**config.mk**
```make
export PLATFORM = sky130hd
export DESIGN_NAME = iter_div_unit
export DESIGN_NICKNAME = d
export VERILOG_FILES = /design/src/rtl/iter_div_unit.sv
export SDC_FILE = /design/constraint.sdc
export NUM_CORES = 1
export LEC_CHECK = 0
export CAP_MARGIN = 10
export CORE_UTILIZATION = 44
export CTS_CLUSTER_SIZE = 25
export DETAILED_ROUTE_END_ITERATION = 10
export PLACE_DENSITY_LB_ADDON = 0.25
export SYNTH_ARGS = -nofsm -noshare
export SYNTH_HDL_FRONTEND = slang
export SYNTH_SLANG_ARGS = --single-unit
```
**constraint.sdc**
```tcl
create_clock -name clk -period 11.08 [get_ports clk]
set_clock_uncertainty 0.15 [all_clocks]
set_input_delay 2.216 -clock clk [delete_from_list [all_inputs] [get_ports clk]]
set_output_delay 2.216 -clock clk [all_outputs]
set_load 0.005 [all_outputs]
```
**src/rtl/iter_div_unit.sv**
```systemverilog
// Radix-2 restoring divider for RV64 DIV/REM[U][W]: N+2 cycles accept-to-result (N=64, or 32 for W ops), 1 cycle for divide-by-zero/overflow.
// One op in flight: in_ready only in IDLE; the result is held in DONE until out_ready; flush kills the op from any state.
module iter_div_unit #(
   parameter int XLEN = 64
) (
   input  logic            clk,
   input  logic            rst_n,
   input  logic            in_valid,
   output logic            in_ready,
   input  logic [XLEN-1:0] dividend_ex,
   input  logic [XLEN-1:0] divisor_ex,
   input  logic [2:0]      div_op,
   input  logic            flush,
   output logic            out_valid,
   input  logic            out_ready,
   output logic [XLEN-1:0] result,
   output logic            busy
);

   localparam int HW = XLEN / 2;
   localparam int CW = $clog2(XLEN);

   typedef enum logic [1:0] {IDLE, CALC, FIX, DONE} state_t;

   state_t          state, state_nxt;
   logic [CW-1:0]   cnt;
   logic [XLEN-1:0] dvd_q;      // dividend bits shift out at the top, quotient bits shift in at the bottom
   logic [XLEN-1:0] dsr_q;
   logic [XLEN-1:0] rem_q;
   logic            op_w_q, op_rem_q, neg_quo_q, neg_rem_q;

   logic            accept, is_w, is_uns, a_neg, b_neg, div_zero, sgn_ovf, special;
   logic [XLEN-1:0] a_sext_w, a_ext, b_ext, a_mag, b_mag, min_op, spec_res;
   logic [XLEN:0]   shifted, diff;
   logic [XLEN-1:0] sel_fix;

   // Operand conditioning and special-case detection on the request port
   always_comb begin
      is_w     = div_op[2];
      is_uns   = div_op[0];
      a_sext_w = {{HW{dividend_ex[HW-1]}}, dividend_ex[HW-1:0]};
      a_ext    = is_w ? (is_uns ? {{HW{1'b0}}, dividend_ex[HW-1:0]} : a_sext_w) : dividend_ex;
      b_ext    = is_w ? (is_uns ? {{HW{1'b0}}, divisor_ex[HW-1:0]}
                                : {{HW{divisor_ex[HW-1]}}, divisor_ex[HW-1:0]}) : divisor_ex;
      a_neg    = !is_uns && a_ext[XLEN-1];
      b_neg    = !is_uns && b_ext[XLEN-1];
      a_mag    = a_neg ? -a_ext : a_ext;
      b_mag    = b_neg ? -b_ext : b_ext;
      min_op   = is_w ? {{(HW+1){1'b1}}, {(HW-1){1'b0}}} : {1'b1, {(XLEN-1){1'b0}}};
      div_zero = (b_ext == '0);
      sgn_ovf  = !is_uns && (b_ext == '1) && (a_ext == min_op);
      special  = div_zero || sgn_ovf;
      if (div_zero)
         spec_res = div_op[1] ? (is_w ? a_sext_w : dividend_ex) : '1;
      else
         spec_res = div_op[1] ? '0 : min_op;
   end

   assign accept = in_valid && in_ready && !flush;

   always_comb begin
      shifted = {rem_q, dvd_q[XLEN-1]};
      diff    = shifted - {1'b0, dsr_q};
      if (op_rem_q)
         sel_fix = neg_rem_q ? -rem_q : rem_q;
      else
         sel_fix = neg_quo_q ? -dvd_q : dvd_q;
   end

   always_ff @(posedge clk or negedge rst_n) begin
      if (!rst_n)
         state <= IDLE;
      else
         state <= state_nxt;
   end

   always_comb begin
      state_nxt = state;
      case (state)
         IDLE:    if (in_valid) state_nxt = special ? DONE : CALC;
         CALC:    if (cnt == '0) state_nxt = FIX;
         FIX:     state_nxt = DONE;
         DONE:    if (out_ready) state_nxt = IDLE;
         default: state_nxt = IDLE;
      endcase
      if (flush)
         state_nxt = IDLE;
   end

   always_comb begin
      in_ready  = (state == IDLE);
      out_valid = (state == DONE);
      busy      = (state != IDLE);
   end

   always_ff @(posedge clk or negedge rst_n) begin
      if (!rst_n) begin
         cnt       <= '0;
         dvd_q     <= '0;
         dsr_q     <= '0;
         rem_q     <= '0;
         op_w_q    <= 1'b0;
         op_rem_q  <= 1'b0;
         neg_quo_q <= 1'b0;
         neg_rem_q <= 1'b0;
         result    <= '0;
      end else begin
         case (state)
            IDLE: if (accept) begin
               op_w_q    <= is_w;
               op_rem_q  <= div_op[1];
               neg_quo_q <= a_neg ^ b_neg;
               neg_rem_q <= a_neg;
               dsr_q     <= b_mag;
               // W ops park the 32-bit magnitude at the top so the MSB-first loop sees it first
               dvd_q     <= is_w ? {a_mag[HW-1:0], {HW{1'b0}}} : a_mag;
               rem_q     <= '0;
               cnt       <= is_w ? CW'(HW - 1) : CW'(XLEN - 1);
               if (special)
                  result <= spec_res;
            end
            CALC: begin
               if (!diff[XLEN]) begin
                  rem_q <= diff[XLEN-1:0];
                  dvd_q <= {dvd_q[XLEN-2:0], 1'b1};
               end else begin
                  rem_q <= shifted[XLEN-1:0];
                  dvd_q <= {dvd_q[XLEN-2:0], 1'b0};
               end
               cnt <= cnt - CW'(1);
            end
            FIX: result <= op_w_q ? {{HW{sel_fix[HW-1]}}, sel_fix[HW-1:0]} : sel_fix;
            default: ;
         endcase
      end
   end

endmodule
```
After elaboration in Yosys (flattened, before gate mapping)
Index checks and enable logic that the tools add are counted.
Word-level totals
  register bits: 268
  output and inout bits: 67
  logic and storage cells: 80
Operators by class
  add/subtract/negate cells: 6
  equality and inequality tests: 10
  multiplexer cells: 34
  bitwise logic cells: 1
  reductions and logical operators: 19
Operator list (number)
  two-way mux 64 bit: 20
  case mux 64 bit (2 select lines): 3
  negator 64 bit: 4
  subtractor 65 x 64 -> 65 bit: 1
  equality test 64 bit: 1
  equality test 64 bit (second input constant): 1
  zero test 64 bit: 1
  two-way mux 63 bit: 1
  two-way mux 6 bit: 2
  case mux 6 bit (2 select lines): 1
  two-way mux 2 bit: 5
  case mux 2 bit (4 select lines): 1
  logical AND 1 bit: 6
  zero test 6 bit: 1
  inequality test 3 x 2 -> 1 bit (second input constant): 2
  AND reduction 3 bit: 2
  nonzero test 2 bit: 3
  subtractor 6 x 1 -> 6 bit (second input constant): 1
  equality test 2 bit (second input constant): 2
  inequality test 2 x 1 -> 1 bit (second input constant): 2
  AND reduction 2 bit: 2
  inequality test 3 bit (second input constant): 1
  equality test 2 x 1 -> 1 bit (second input constant): 1
  zero test 1 bit: 2
  4 further kinds: 4

Longest topological paths before layout
Gate-level depths: netlist (run 1).
  word-level depth: 10
  mapped depth: 16

Worst setup path before layout (run 1)
Ideal clock, no wire load.
  path type: input -> register
  start: input port divisor_ex[27]
  end: register result[24]
  setup time: 0.137 ns
  arrival: 5.111 ns
  data required time: 10.793 ns
  slack: 5.682 ns
  stages: 13
  path through: or3_1 -> or3_1 -> clkbuf_1 -> o21bai_1 -> nor2_1 -> nor4b_1 -> clkbuf_1 -> a31oi_1 -> o22ai_1 -> clkbuf_1 -> buf_2 -> buf_1 -> a21oi_1
On the way
  longest elaborated chain between the ends: 8
  elaborated cells between the ends (all ways): 13
  classes of those cells: 2 x eq/ne; 6 x mux; 5 x reduce/logical
Ends and longest elaborated chain
  from (decl): RTL line 11  | input logic [XLEN-1:0] divisor_ex,
  two-way mux 64 bit: RTL line 43  | b_ext = is_w ? (is_uns ? {{HW{1'b0}}, divisor_ex[HW-1:0]}
  two-way mux 64 bit (*): RTL line 43
  equality test 64 bit: RTL line 51  | sgn_ovf = !is_uns && (b_ext == '1) && (a_ext == min_op);
  logical AND 1 bit (2 in series): RTL line 51
  logical OR 1 bit: RTL line 52  | special = div_zero || sgn_ovf;
  inequality test 2 x 1 -> 1 bit (no source line)
  AND reduction 3 bit (no source line)
  to (signal assigned): RTL line 120  | result <= spec_res;
  to (signal assigned): RTL line 132  | FIX: result <= op_w_q ? {{HW{sel_fix[HW-1]}}, sel_fix[HW-1:0]} : sel_fix;
  to (decl): RTL line 16  | output logic [XLEN-1:0] result,
Mark *: on every way between the ends. The rest lies on a longest branch, timed or not. The select of a mux whose other input is x is not followed.
A chain may end at the register's enable or synchronous reset.

Final worst setup path (run 1)
  start: input port div_op[2]
  end: register result[35]
On the way
  longest elaborated chain between the ends: 7
  elaborated cells between the ends (all ways): 18
  classes of those cells: 3 x eq/ne; 10 x mux; 5 x reduce/logical
Ends and longest elaborated chain
  from (decl): RTL line 12  | input logic [2:0] div_op,
  two-way mux 64 bit: RTL line 43
  equality test 64 bit: RTL line 51
  logical AND 1 bit (2 in series): RTL line 51
  logical OR 1 bit: RTL line 52
  inequality test 2 x 1 -> 1 bit (no source line)
  AND reduction 3 bit (no source line)
Several ways; a longest one is shown, not always the timed one. The select of a mux whose other input is x is not followed.

==> qor.yml, run 1 <==
finalSetupViolCount: 0
placementRows: 83
ys_ff_latch: 268
overflow: 0
start_util_pct: 44.8
die_x_um: 231
drt-initial-drc-count: 2635
report.final.slew_viol_count: 0
clkSlewWorstSetupHoldPaths_ns: 0.06
synth_edf_count: 0
fin_crit_sh_pct: 60.8
drive_gt1_share_pct: 4.49
num_vias: 23900
powerDensity_mw_per_mm2: 233
cp_max_fo: 77
cp-end-kind: "register"
vias_per_cell: 6.29
drc: 0
min_period_ns: 6.74
cts_root_buf: "clkbuf_16"
core_sq_mm: 0.0516
drv_cap: 0
synth-main-ff-cell: "dfrtp_1"
grt_pass1_vias: 22800
clock_path_buffers: 3
io_buffers: 202
track_usage_pct: 33.0
crit_type: "input port to register"
seq_area_frac_synth_pct: 29.0
final_cell_mix: "o21ai_0 (381), nand2_1 (344), dfrtp_1 (266), a21oi_1 (223), nor2_1 (203)"
post_cts_resized: 0
ctsHoldBuffers: 0
cts_num_sinks: 268
rrSetupSlack_ns: 5.79
hold_class: "register to register"
insertion_delay_ns: 0.57
endpoint: "result[35]"
hpwl_um: 66700
worst_pin_slew_ns: 1.22
wl_per_cell_um: 23.5
htree_levels: 2
critical_path.startpoint_type: "input port"
grt_max_degree: 169
timing.fmax_mhz: 148
antenna_found_initial: 1
leakage_nw: 11.2
postCtsSetupRepairBufs: 0
numCtsBuffers: 36
crit_start: "div_op[2]"
die_h_um: 231
dieArea_sq_mm: 0.0535
multi_input_area_sq_mm: 0.0152
syn_inst: 3033
rsz0062_at_grt: "no"
async_flop_share_pct: 100
required_ns: 11.41
hold_violations: 0
ant_nets: 0
status: "finished, final reports clean"
nFillCells: 5002
cp.arrival_ns: 7.06
ioPinCount: 203
tns_ns: 0
ys_warn_count: 0
finalNetCount: 3304
gp_congestion: 0.980
synth_fp_nets: 3245
synth_area_sq_mm: 0.0231
grt_pass1_wl_um: 137000
utilization_pct: 51.8
timing.rr.end: "rem_q[1]"
ir_worst_vdd_v: 0.000136
slew_headroom_pct: 16.6
p_total_mw: 6.23
syn_avg_cell_area_sq_um: 7.63
regArea_sq_mm: 0.00671
tritoncts: "yes"
area_growth_pct: 15.5
drt_pre_antenna_iters: 6
totalWireLength_um: 89400
final_common_cell: "o21ai_0"
yosys.cell_types.count: 79
antenna_cells: 0
r2r_start: "dvd_q[63]"
r2r_cells: 14
-- state kept, by name, summed over array words and instances, names as in the netlist --
name	cells
neg_rem_q	1
op_rem_q	1
neg_quo_q	1
dvd_q	64
state	2
result	64
op_w_q	1
dsr_q	64
cnt	6
rem_q	64
-- worst max-delay path, cell delays in order --
cell       delay, ns
buf_4           0.34
clkinv_1        0.11
buf_4           0.47
nand2_1         0.19
o41ai_1         0.79
nand3_1         0.15
a2111oi_0       1.07
a31oi_1         0.34
o22ai_4         0.16
buf_4           0.54
buf_16          0.31
o211ai_1        0.15
o21ai_0         0.12
-- Yosys cell counts (11+ instances only) --
cell type | number | area (sq um)
a21boi_0 | 16 | 120
o31ai_1 | 69 | 518
xnor2_1 | 122 | 1070
nand3_1 | 41 | 205
nand4_1 | 44 | 275
nor4_1 | 36 | 225
a21oi_1 | 225 | 1130
or2_2 | 23 | 144
buf_2 | 11 | 55.1
buf_1 | 17 | 63.8
inv_1 | 124 | 465
o41ai_1 | 26 | 228
o211ai_1 | 57 | 428
nand2b_1 | 45 | 282
nor2b_1 | 20 | 125
a21o_1 | 39 | 293
a211oi_1 | 23 | 173
or3_1 | 44 | 275
nor3_1 | 53 | 265
dfrtp_1 | 268 | 6710
o22ai_1 | 33 | 206
nand2_1 | 344 | 1290
mux2i_1 | 53 | 531
a32oi_1 | 20 | 175
or4_1 | 34 | 255
ha_1 | 75 | 938
o21ai_0 | 382 | 1910
nor2_1 | 205 | 769
a31oi_1 | 54 | 338
xor2_1 | 173 | 1520
a22oi_1 | 39 | 293
clkbuf_1 | 178 | 668
-- logic make-up after synthesis --
| kind of cell | after synthesis | synth area share (%) |
|---|---|---|
| DFF | 268 | 29.0 |
| buffers and inverters | 337 | 5.61 |
| and+or+nand+nor | 944 | 19.6 |
| adders and majority gates | 76 | 4.14 |
| muxes | 57 | 2.49 |
| AOI/OAI and AO/OA | 1056 | 28.0 |
| xor gates and xnor gates | 295 | 11.2 |
-- where the power goes --
part           internal, mW  leakage [nW]  total [mW]  switching, mW
Combinational          1.25          7.21        3.28           2.03
Clock                 0.752         0.600        1.23          0.476
Sequential             1.34          3.40        1.72          0.377
-- metal layers --
metal  share of wire [%]  up-vias  wire, um  GRT usage (%)
met5                   0        -         0              0
met4                 4.6        0      4080           14.5
met1                  43    11500     38300           44.8
met2                  44     1124     39600           51.3
met3                 8.2      184      7290           5.84
li1                    -    11100         -              -
-- through the flow --
stage / hold WS, ns / area (sq um) / instances / setup WS, ns
final: 0.325 / 26700 / 3800 / 4.34
after global routing: 0.348 / 26700 / 3800 / 4.15
after CTS: 0.332 / 26700 / 3799 / 4.43
after detailed placement: 0.321 / 25500 / 3733 / 3.87
after global placement: 0.314 / 25500 / 3733 / 3.83
after floorplan: 0.293 / 23100 / 3033 / 5.68
-- layout make-up --
class	instances	area share (%)
well taps	680	3.19
multi-input cells	2428	56.8
clock buffers	50	3.76
inverters	127	1.78
flip-flops and latches	268	25.1
clock inverters	16	0.806
repair buffers	231	8.52
-- how the worst min path moves through the flow --
| stage | startpoint | endpoint | cells after the start |
|---|---|---|---|
| after global placement | dsr_q[35] | dsr_q[35] | 2 |
| after global routing | dsr_q[14] | dsr_q[14] | 2 |
| after floorplan | dsr_q[36] | dsr_q[36] | 2 |
| after CTS | dsr_q[14] | dsr_q[14] | 2 |
| final | dsr_q[41] | dsr_q[41] | 2 |
| after detailed placement | dsr_q[14] | dsr_q[14] | 2 |
No activity file was read; power rests on OpenSTA's default activity.
==> run 2, diff against run 1 <==
==> constraint.sdc (replaced) <==
create_clock -name clk -period 7 [get_ports clk]
set_clock_uncertainty 0.15 [all_clocks]
set_input_delay 1.4 -clock clk [delete_from_list [all_inputs] [get_ports clk]]
set_output_delay 1.4 -clock clk [all_outputs]
set_load 0.005 [all_outputs]
==> qor.yml, run 2 (synthesis gave the netlist of run 1 again) <==
tritoncts: "yes"
hold_class: "register to register"
cp_max_fo: 47  # -39%
min_period_ns: 5.46
combPwrFrac_pct: 52.7  # about the same
grt_pass1_wl_um: 137000  # about the same
clock_path_buffers: 3  # unchanged
gp_congestion: 0.997  # +1.7%
io_buffers: 202  # unchanged
num_vias: 24000  # +0.38%
totalWireLength_um: 89400  # about the same
drt_pre_antenna_iters: 7  # +1
clkPwrFrac_pct: 19.3  # -0.4 points
final_common_cell: "o21ai_0"
ctsHoldBuffers: 0  # unchanged
cts_root_buf: "clkbuf_16"
hpwl_um: 67000  # +0.33%
fin_crit_sh_pct: 78.0
postCtsSetupRepairBufs: 0  # unchanged
required_ns: 7.31  # -4.10 ns
grt_pass1_vias: 22700  # -0.32%
ir_worst_vdd_v: 0.000198  # +46%
p_total_mw: 9.83  # +58%
vias_per_cell: 6.32  # +0.46%
drt-initial-drc-count: 2745  # +4.2%
switching_power_mw: 4.60  # +60%
numCtsBuffers: 36  # unchanged
drv_cap: 0  # unchanged
report.final.slew_viol_count: 0  # unchanged
critical_path.startpoint_type: "input port"
tns_ns: 0  # unchanged
p_int_mw: 5.23  # +56%
htree_levels: 2  # unchanged
finalNetCount: 3305  # +0.030%
antenna_found_initial: 2  # +1
worst_pin_slew_ns: 1.20  # -0.0200 ns
post_cts_resized: 0  # unchanged
cts_num_sinks: 268  # unchanged
status: "finished, final reports clean"
grt_max_degree: 129  # -24%
track_usage_pct: 33.0  # about the same
drc: 0  # unchanged
antenna_cells: 0  # unchanged
swShare_pct: 46.8  # +0.51 points
final_cell_mix: "o21ai_0 (381), nand2_1 (344), dfrtp_1 (266), a21oi_1 (223), nor2_1 (203)"
die_x_um: 231  # unchanged
die_h_um: 231  # unchanged
core_sq_mm: 0.0516  # unchanged
wl_per_cell_um: 23.6  # +0.17%
leakage_nw: 11.2  # about the same
dieArea_sq_mm: 0.0535  # unchanged
placementRows: 83  # unchanged
cp.arrival_ns: 5.77  # -1.29 ns
clkSlewWorstSetupHoldPaths_ns: 0.05  # about the same
crit_type: "input port to register"
hold_violations: 0  # unchanged
cp-end-kind: "register"
slew_headroom_pct: 20.0  # +3.3 points
ioPinCount: 203  # unchanged
insertion_delay_ns: 0.56  # about the same
ant_nets: 0  # unchanged
p_seq_share_pct: 28.0  # +0.4 points
finalSetupViolCount: 0  # unchanged
area_growth_pct: 15.4  # about the same
overflow: 0  # unchanged
powerDensity_mw_per_mm2: 368  # +58%
drive_gt1_share_pct: 4.59  # +0.10 points
rsz0062_at_grt: "no"
start_util_pct: 44.8  # unchanged
timing.fmax_mhz: 183
## run 2: final timing paths
| kind | start | end | slack (ns) | depth (start not counted) |
|---|---|---|---|---|
| hold reg to reg | dsr_q[39] | dsr_q[39] | 0.33 | 2 |
| hold / removal | dsr_q[39] | dsr_q[39] | 0.33 | 2 |
| min in group asynchronous | rst_n | dvd_q[7] | 0.75 | 1 |
| max in group asynchronous | rst_n | dsr_q[58] | 4.58 | 2 |
| setup / recovery | divisor_ex[2] | result[21] | 1.54 | 11 |
| setup reg to reg | dvd_q[63] | rem_q[0] | 1.73 | 14 |
## run 2: cell type report
class	count	area [sq um]
clock inverter	13	136
multi-input combinational	2428	15200
sequential	268	6710
fill	5007	24900
clock buffer	49	1060
inverter	127	477
tap	680	851
timing repair buffer	232	2290
## run 2: stage by stage
step,cell area [sq um],utilization (%),hold WS (ns),instances,setup slack (ns)
after CTS,26700,51.7,0.334,3797,1.64
after detailed placement,25500,49.4,0.321,3735,1.06
after floorplan,23100,-,0.293,3033,2.42
final,26700,51.7,0.326,3797,1.54
after global routing,26700,51.7,0.352,3797,1.24
after global placement,25500,49.4,0.315,3735,1.27
## run 2: power by group through the flow
stage	clock (mW)	combinational [mW]	sequential (mW)
2_1_floorplan	0	3.48	2.52
3_3_place_gp	0	4.99	2.73
3_5_place_dp	0	5.06	2.74
4_1_cts	1.92	5.09	2.72
5_1_grt	1.98	5.66	2.81
6_report	1.90	5.18	2.75
## run 2: worst max-delay path: stages
cell             delay [ns]
clkdlybuf4s50_1        0.51
nor4_1                 0.68
nand3_1                0.26
nor2_1                 0.14
nand4_1                0.26
nor2_1                 0.36
nor4b_2                0.29
buf_4                  0.56
and2_0                 0.78
o21ai_0                0.24
a31oi_1                0.25
## run 2: layer usage
metal  vias to the layer above  share of wire, %  global-route usage [%]
met5                         -             0.015                       0
met4                         2               3.8                    13.0
met3                       183               8.3                    4.74
met2                      1183                45                    51.7
met1                     11500                43                    45.7
li1                      11100                 -                       -
==> run 3, diff against run 2 <==
==> constraint.sdc (replaced) <==
create_clock -name clk -period 5.35 [get_ports clk]
set_clock_uncertainty 0.15 [all_clocks]
set_input_delay 1.07 -clock clk [delete_from_list [all_inputs] [get_ports clk]]
set_output_delay 1.07 -clock clk [all_outputs]
set_load 0.005 [all_outputs]
==> qor.yml, run 3 (synthesis gave the netlist of run 1 again) <==
critical_path.startpoint_type: "register"
final_cells: 3841  # +1.2%
crit_family: "compound AO/OA/AOI/OAI gates"
place_area_sq_mm: 0.0258  # +1.3%
status: "finished, final reports clean"
cp-end-kind: "register"
cp.arrival_ns: 5.17  # -0.60 ns
antenna_cells: 0  # unchanged
start_util_pct: 44.8  # unchanged
slew_headroom_pct: 28.2  # +8.2 points
hold_violations: 0  # unchanged
timing.fmax_mhz: 207
numCtsBuffers: 36  # unchanged
path_cells: "inv_1 > ha_1 > fa_1 > nand2b_1 > a21oi_1 > o2111ai_1 > o21ai_0 > and3_1 > o21ai_0 > a21oi_1 > or3_2 > buf_12 > mux2_2 > o22ai_1"
drv_cap: 0  # unchanged
die_h_um: 231  # unchanged
core_sq_mm: 0.0516  # unchanged
drt_pre_antenna_iters: 7  # unchanged
finalNetCount: 3348  # +1.3%
post_cts_resized: 0  # unchanged
io_buffers: 202  # unchanged
cts_root_buf: "clkbuf_16"
cp_max_fo: 64  # +36%
num_vias: 24200  # +0.81%
final_area_sq_mm: 0.0270  # +1.1%
powerDensity_mw_per_mm2: 478  # +30%
die_x_um: 231  # unchanged
cts_num_sinks: 268  # unchanged
track_usage_pct: 33.9  # +0.90 points
report.final.slew_viol_count: 0  # unchanged
hold_class: "register to register"
antenna_found_initial: 1  # -1
ioPinCount: 203  # unchanged
p_total_mw: 12.9  # +31%
leakage_nw: 11.4  # +1.8%
dieArea_sq_mm: 0.0535  # unchanged
fin_crit_sh_pct: 90.4
vias_per_cell: 6.29  # -0.34%
final_cell_mix: "o21ai_0 (381), nand2_1 (344), dfrtp_1 (266), a21oi_1 (223), nor2_1 (204)"
placementRows: 83  # unchanged
grt_pass1_wl_um: 140000  # +2.1%
ant_nets: 0  # unchanged
crit_type: "register to register"
hpwl_um: 69600  # +3.9%
ir_worst_vdd_v: 0.000250  # +26%
drc: 0  # unchanged
slowest_delay_ns: 0.53  # -0.25 ns
dp.cells: 3778  # +1.2%
worst_pin_slew_ns: 1.08  # -0.122 ns
min_period_ns: 4.84
grt_pass1_vias: 23000  # +1.3%
clock_path_buffers: 3  # unchanged
rsz0062_at_grt: "no"
htree_levels: 2  # unchanged
area_growth_pct: 16.7
required_ns: 5.68  # -1.63 ns
tns_ns: 0  # unchanged
final_common_cell: "o21ai_0"
clkSlewWorstSetupHoldPaths_ns: 0.06  # about the same
overflow: 0  # unchanged
totalWireLength_um: 91400  # +2.2%
ctsHoldBuffers: 0  # unchanged
crit_slowest_cell: "a21oi_1"
wl_per_cell_um: 23.8  # +0.99%
drive_gt1_share_pct: 5.76  # +1.2 points
grt_max_degree: 104  # -19%
gp_congestion: 1.02  # +2.7%
critPathBufInv: 2  # unchanged
drt-initial-drc-count: 2736  # -0.33%
postCtsSetupRepairBufs: 0  # unchanged
insertion_delay_ns: 0.57  # about the same
finalSetupViolCount: 0  # unchanged
tritoncts: "yes"
run 3: cell types whose count changed in the layout (fill, tap and decap cells not counted), moves of 2 or more:
cell	change
clkinv_4	-2
clkbuf_1	+4
buf_4	+41
buf_12	+2
clkbuf_8	-2
run 3: final cells by class:
type	instances	area, sq um
timing repair buffer	275	2640
multi-input combinational	2428	15200
clock buffer	51	1050
sequential	268	6710
inverter	127	477
tap	680	851
clock inverter	12	101
fill	4976	24600
run 3: path summary, 6_finish.rpt:
kind / start / to / slack (ns) / cells past startpoint
max in group asynchronous: rst_n / dsr_q[56] / 3.57 / 2
min: dsr_q[48] / dsr_q[48] / 0.33 / 2
min in group asynchronous: rst_n / result[10] / 0.39 / 1
max: dvd_q[63] / rem_q[0] / 0.51 / 14
min reg2reg: dsr_q[48] / dsr_q[48] / 0.33 / 2
max reg2reg: dvd_q[63] / rem_q[0] / 0.51 / 14
run 3: through the flow:
step	utilization [%]	setup WS, ns	hold slack, ns
after global placement	50.1	0.431	0.314
after detailed placement	50.1	0.344	0.320
after floorplan	-	1.10	0.293
after CTS	52.3	0.569	0.331
final	52.3	0.513	0.330
after global routing	52.3	0.308	0.345
run 3: power by group:
part	internal, mW	leakage (nW)	switching [mW]
sequential	2.77	3.40	0.826
clock	1.42	0.566	0.997
combinational	2.68	7.45	4.22
run 3: worst reg2reg max path, delay by kind of cell, from the launching register on:
| kind | cells | cell delay [ns] |
|---|---|---|
| compound gates | 6 | 1.87 |
| simple gates | 3 | 0.75 |
| fa+ha+maj | 2 | 0.66 |
| buf+inv | 2 | 0.48 |
| mux | 1 | 0.48 |
| flops | 1 | 0.40 |
run 3: routing by layer:
| metal | part of all wire (%) | GRT usage, % |
|---|---|---|
| met3 | 8.2 | 5.13 |
| met4 | 5.3 | 16.3 |
| met2 | 43 | 51.2 |
| met1 | 43 | 47.3 |
| met5 | 0.014 | 0 |
